===== config.mk =====
export PLATFORM = sky130hd
export DESIGN_NAME = ant_agc_align
export DESIGN_NICKNAME = d
export VERILOG_FILES = /design/src/rtl/ant_agc_align.sv
export SDC_FILE = /design/constraint.sdc
export NUM_CORES = 2
export LEC_CHECK = 0
export BUFFER_PORTS_ARGS = -buffer_cell sky130_fd_sc_hd__buf_4
export CORE_MARGIN = 2
export CORE_UTILIZATION = 40
export CTS_CLUSTER_SIZE = 40
export DETAILED_ROUTE_END_ITERATION = 8
export SYNTH_ARGS = -nofsm -noshare
export SYNTH_HDL_FRONTEND = slang
export SYNTH_SLANG_ARGS = --single-unit

===== constraint.sdc =====
create_clock -name i_clk -period 16.25 [get_ports i_clk]
set_input_delay 3.25 -clock i_clk [delete_from_list [all_inputs] [get_ports i_clk]]
set_output_delay 3.25 -clock i_clk [all_outputs]
set_load 0.02 [all_outputs]

===== src/rtl/ant_agc_align.sv =====
// Aligns the even/odd antenna groups to one common AGC exponent per symbol and checks symbol framing.
// Build option ANT_AGC_ROUND_EN: round-half-up before each shift; otherwise shifts truncate.
module ant_agc_align #(
    parameter int ANT        = 4,
    parameter int ADDR_WIDTH = 11,
    parameter int RE_NUM     = 1584,
    parameter int ERR_WIDTH  = 16
) (
    input  logic                  i_clk,
    input  logic                  i_reset_n,
    input  logic [ANT*32-1:0]     i_ant_even,
    input  logic [ANT*32-1:0]     i_ant_odd,
    input  logic [ADDR_WIDTH-1:0] i_ant_addr,
    input  logic                  i_ant_sop,
    input  logic                  i_ant_eop,
    input  logic                  i_tvalid,
    input  logic [15:0]           i_info_1,
    input  logic [6:0]            i_slot_idx,
    input  logic [3:0]            i_symb_idx,
    output logic [2*ANT*32-1:0]   o_ant_data,
    output logic [7:0]            o_exp,
    output logic [6:0]            o_slot_idx,
    output logic [3:0]            o_symb_idx,
    output logic                  o_sop,
    output logic                  o_eop,
    output logic                  o_tvalid,
    output logic                  o_frm_err,
    output logic [ERR_WIDTH-1:0]  o_err_cnt
);
    localparam int LANES     = 4 * ANT;
    localparam int GRP_LANES = 2 * ANT;
    localparam logic [ADDR_WIDTH-1:0] RE_LAST = ADDR_WIDTH'(RE_NUM - 1);
`ifdef ANT_AGC_ROUND_EN
    localparam bit ROUND_EN = 1'b1;
`else
    localparam bit ROUND_EN = 1'b0;
`endif

    function automatic logic signed [16:0] round_add(input logic signed [15:0] x, input logic [7:0] d);
        logic signed [16:0] bias;
        bias = '0;
        if (ROUND_EN && d >= 8'd1 && d <= 8'd15)
            bias = 17'sd1 <<< (d[3:0] - 4'd1);
        return $signed({x[15], x}) + bias;
    endfunction

    function automatic logic signed [15:0] shift_out(input logic signed [16:0] s, input logic [7:0] d);
        if (d == 8'd0)
            return s[15:0];
        else if (d >= 8'd16)
            return '0;
        else
            return 16'(s >>> d[3:0]);
    endfunction

    typedef enum logic {IDLE, RUN} state_t;

    state_t                state;
    logic [ADDR_WIDTH-1:0] re_cnt;
    logic [7:0]            agc_even, agc_odd;
    logic [6:0]            slot_lat;
    logic [3:0]            symb_lat;

    logic                  fwd, fwd_sop, fwd_eop, err;
    logic [7:0]            cur_even, cur_odd, cur_max;
    logic [6:0]            cur_slot;
    logic [3:0]            cur_symb;

    logic [2*ANT*32-1:0]   data_p0;
    logic [7:0]            d_even_p0, d_odd_p0, d_even_p1, d_odd_p1;
    logic [7:0]            exp_p0, exp_p1;
    logic [6:0]            slot_p0, slot_p1;
    logic [3:0]            symb_p0, symb_p1;
    logic signed [16:0]    sum_p1 [LANES];
    logic                  vld_p0, sop_p0, eop_p0, vld_p1, sop_p1, eop_p1;

    always_comb begin
        fwd     = 1'b0;
        fwd_sop = 1'b0;
        fwd_eop = 1'b0;
        err     = 1'b0;
        if (i_tvalid) begin
            if (i_ant_sop) begin
                fwd     = 1'b1;
                fwd_sop = 1'b1;
                err     = (state == RUN);
            end else if (state == IDLE) begin
                err = 1'b1;
            end else begin
                fwd     = 1'b1;
                fwd_eop = i_ant_eop || (re_cnt == RE_LAST);
                err     = (i_ant_addr != re_cnt) || (i_ant_eop != (re_cnt == RE_LAST));
            end
        end
        // A SOP beat already uses the exponents it carries
        cur_even = fwd_sop ? i_info_1[7:0]  : agc_even;
        cur_odd  = fwd_sop ? i_info_1[15:8] : agc_odd;
        cur_slot = fwd_sop ? i_slot_idx : slot_lat;
        cur_symb = fwd_sop ? i_symb_idx : symb_lat;
        cur_max  = (cur_even > cur_odd) ? cur_even : cur_odd;
    end

    always_ff @(posedge i_clk) begin
        if (!i_reset_n) begin
            state     <= IDLE;
            re_cnt    <= '0;
            agc_even  <= '0;
            agc_odd   <= '0;
            slot_lat  <= '0;
            symb_lat  <= '0;
            o_frm_err <= 1'b0;
            o_err_cnt <= '0;
        end else begin
            o_frm_err <= err;
            if (err && o_err_cnt != '1)
                o_err_cnt <= o_err_cnt + ERR_WIDTH'(1);
            if (fwd_sop) begin
                state    <= RUN;
                re_cnt   <= ADDR_WIDTH'(1);
                agc_even <= cur_even;
                agc_odd  <= cur_odd;
                slot_lat <= cur_slot;
                symb_lat <= cur_symb;
            end else if (fwd) begin
                if (fwd_eop) begin
                    state  <= IDLE;
                    re_cnt <= '0;
                end else begin
                    re_cnt <= re_cnt + ADDR_WIDTH'(1);
                end
            end
        end
    end

    always_ff @(posedge i_clk) begin
        if (!i_reset_n) begin
            vld_p0 <= 1'b0;
            sop_p0 <= 1'b0;
            eop_p0 <= 1'b0;
            vld_p1 <= 1'b0;
            sop_p1 <= 1'b0;
            eop_p1 <= 1'b0;
        end else begin
            vld_p0 <= fwd;
            sop_p0 <= fwd_sop;
            eop_p0 <= fwd_eop;
            vld_p1 <= vld_p0;
            sop_p1 <= sop_p0;
            eop_p1 <= eop_p0;
        end
    end

    // Stage 1: register data with its per-beat shift amounts
    always_ff @(posedge i_clk) begin
        if (fwd) begin
            data_p0   <= {i_ant_odd, i_ant_even};
            d_even_p0 <= cur_max - cur_even;
            d_odd_p0  <= cur_max - cur_odd;
            exp_p0    <= cur_max;
            slot_p0   <= cur_slot;
            symb_p0   <= cur_symb;
        end
    end

    // Stage 2: rounding add
    always_ff @(posedge i_clk) begin
        if (vld_p0) begin
            for (int k = 0; k < LANES; k++)
                sum_p1[k] <= round_add(data_p0[16*k +: 16], (k < GRP_LANES) ? d_even_p0 : d_odd_p0);
            d_even_p1 <= d_even_p0;
            d_odd_p1  <= d_odd_p0;
            exp_p1    <= exp_p0;
            slot_p1   <= slot_p0;
            symb_p1   <= symb_p0;
        end
    end

    // Stage 3: arithmetic shift into the output register
    always_ff @(posedge i_clk) begin
        if (!i_reset_n) begin
            o_ant_data <= '0;
            o_exp      <= '0;
            o_slot_idx <= '0;
            o_symb_idx <= '0;
            o_tvalid   <= 1'b0;
            o_sop      <= 1'b0;
            o_eop      <= 1'b0;
        end else begin
            o_tvalid <= vld_p1;
            o_sop    <= vld_p1 && sop_p1;
            o_eop    <= vld_p1 && eop_p1;
            if (vld_p1) begin
                for (int k = 0; k < LANES; k++)
                    o_ant_data[16*k +: 16] <= shift_out(sum_p1[k], (k < GRP_LANES) ? d_even_p1 : d_odd_p1);
            end
            if (vld_p1 && sop_p1) begin
                o_exp      <= exp_p1;
                o_slot_idx <= slot_p1;
                o_symb_idx <= symb_p1;
            end
        end
    end
endmodule


==> impl_metrics.ini <==
[outcome]
status = complete, no violations

[synthesis]
syn_area_per_cell_um2 = 12.4
syn_inst = 3412
ys_ff_latch = 922
ys_types = 73
synthFlopType = edfxtp_1
synth_area_leaders = edfxtp_1 41%, dfxtp_1 16%, mux4_2 8.5%
synth_edf_count = 582
yosys_warnings = 0
synth_area_um2 = 42200
yosys.area.top_type_share_pct = 41.4
async_flop_share_pct = 0
synth_nets = 3734
yosysTopAreaCell = edfxtp_1
ys_seq_area_share_pct = 57.6

[timing]
rsz0062_at_grt = no
setup_viol = 0
timing.fmax_mhz = 128
period_needed_ps = 7790
setup_tns_ps = 0
fin_crit_sh_pct = 47.9
worst_pin_slew_ps = 1070
slew-limit-headroom_pct = 28.7
finalHoldViolations = 0
finalMaxSlewViolations = 0
skew_ps = 25.0

[final_layout]
final_layout_size_suffix_gt1_share_pct = 26.7
fillers = 9408
final_common_cell = buf_4
syn2layout_area_growth_pct = 20.8
mostFrequentLayoutCells = 619 x buf_4, 582 x edfxtp_1, 338 x dfxtp_1, 322 x nand2_1
seqCellArea_um2 = 24300
multi_input_area_um2 = 16400
nets = 4169

[placement]
io_buffers = 593
dpl.hpwl_um = 84600
gp_congestion = 0.866

[worst_hold_path]
hold_start = data_p0[86]
worstHoldEndpoint = sum_p1[0][91]
min_path_cells = 0
hold_path_class = reg -> reg

[cts]
cts_hold_buffers = 0
post-cts-setup-buffer-count = 0
clk_pin_slew_worst_paths_ps = 60
cts-root-buf = clkbuf_16
clock_sink_count = 922
ctsResizeCount = 0
numCtsBuffers = 99
clk_latency_ps = 700
cts_buffer_depth = 3
cts_tree = yes
htree_levels = 3

[critical_path]
crit_fanout = 33
start_kind = input port
reg2reg_from = agc_even[4]
reg2reg_slack_ps = 11860
r2r_end = d_even_p0[7]
reg2reg_depth = 15
worstPathArrival_ps = 8220
required_ps = 16680
criticalPathCategory = in -> reg
endpoint_kind = flop

[floorplanning]
die_y_um = 329
row_count = 119
initial_utilization_pct = 40.2
dieArea_um2 = 108000
num_io_pins = 594
die_w_um = 329
core_um2 = 105000

[global_routing]
use_met1_pct = 30.1
use_met3_pct = 6.08
grt-busiest-layer = met2
grt_pass1_vias = 28793
grt_overflow = 0
grt_first_pass_wirelength_um = 185000
antenna_found_initial = 5
grt_util_met2_pct = 35.6
grt_usage_pct = 22.6
grt_max_degree = 211

[power]
p_leak_nw = 18.4
total_power_mw = 5.65
max-vdd-ir-drop_mv = 0.0966
power.density_nw_per_um2 = 111

[detailed_routing]
antenna_left = 0
drtIter0Drc = 2498
drc_errors = 0
first_pass_iters = 6
wire_per_inst_um = 23.5
wl_um = 125000
vias = 29612
vias_per_cell = 5.56

[flow_run]
maxCapViolations = 0
## power by group
group	switching [mW]	total, mW	internal [mW]
logic	0.321	0.571	0.249
registers	0.0669	2.68	2.61
clock network	0.970	2.41	1.43
## cell usage after synthesis (26+ instances only)
library cell,instances
mux4_2,160
nand3_1,26
mux2i_1,265
a211oi_1,125
dfxtp_1,340
o211ai_1,97
clkbuf_1,176
nand2b_1,56
a31oi_1,49
a21oi_1,186
buf_1,26
nand2_1,324
inv_1,38
edfxtp_1,582
buf_2,63
nor2_1,227
xor2_1,30
mux2_2,64
o21ai_0,265
a22oi_1,81
## worst max-delay path, stage by stage
cell	delay, ps
buf_4	160
and2_2	800
mux2i_1	510
inv_1	90
ha_1	330
a41o_1	250
a221oi_2	360
o21ai_1	210
o21ai_4	440
mux2i_1	400
ha_1	290
a21o_1	180
a21o_1	190
a21o_1	180
a21oi_1	250
o21ai_0	160
xor2_1	160
## area by class of cell
cell class / instances / share of cell area (%)
Timing Repair Buffer: 626 / 9.40
Antenna cell: 1 / 0.00491
Tap cell: 1391 / 3.42
Multi-Input combinational cell: 2160 / 32.3
Clock buffer: 123 / 5.26
Sequential cell: 922 / 47.7
Clock inverter: 62 / 1.59
Inverter: 38 / 0.310
## cells by family after synthesis
family	synth area share, %
adder cells (fa/ha/maj)	0.724
buffers and inverters	3.53
AND/OR/NAND/NOR	7.43
AO/OA/AOI/OAI	13.1
flip-flops	57.6
XOR/XNOR	0.953
multiplexers	16.7
## routing by layer
layer	wire, µm	share of wire (%)
met1	52700	42
met2	58200	47
met3	9750	7.8
met4	4230	3.4
met5	65	0.052
## stage by stage
stage	hold slack, ps	setup slack, ps	std cells	instance area [µm²]	utilization (%)
after floorplan	400	6260	3412	42200	-
after global placement	401	7780	5137	47400	45.2
after global routing	399	8140	5322	50900	48.5
after detailed placement	405	7760	5137	47400	45.2
after CTS	394	8520	5322	50900	48.5
final	398	8460	5323	50900	48.5
## state kept, by name (all words and copies together) (netlist names), 11 cells and up
register and count:
data_p0 256, o_ant_data 256, sum_p1 256, o_err_cnt 16, re_cnt 11
## worst max path at each step
stage                        start           end  slack, ps
after floorplan           i_tvalid     re_cnt[2]       6260
after global placement    i_tvalid  d_even_p0[7]       7780
after detailed placement  i_tvalid  d_even_p0[7]       7760
after CTS                 i_tvalid  d_even_p0[7]       8520
after global routing      i_tvalid  d_even_p0[7]       8140
final                     i_tvalid  d_even_p0[7]       8460
Power figures use the tool's default switching activity.
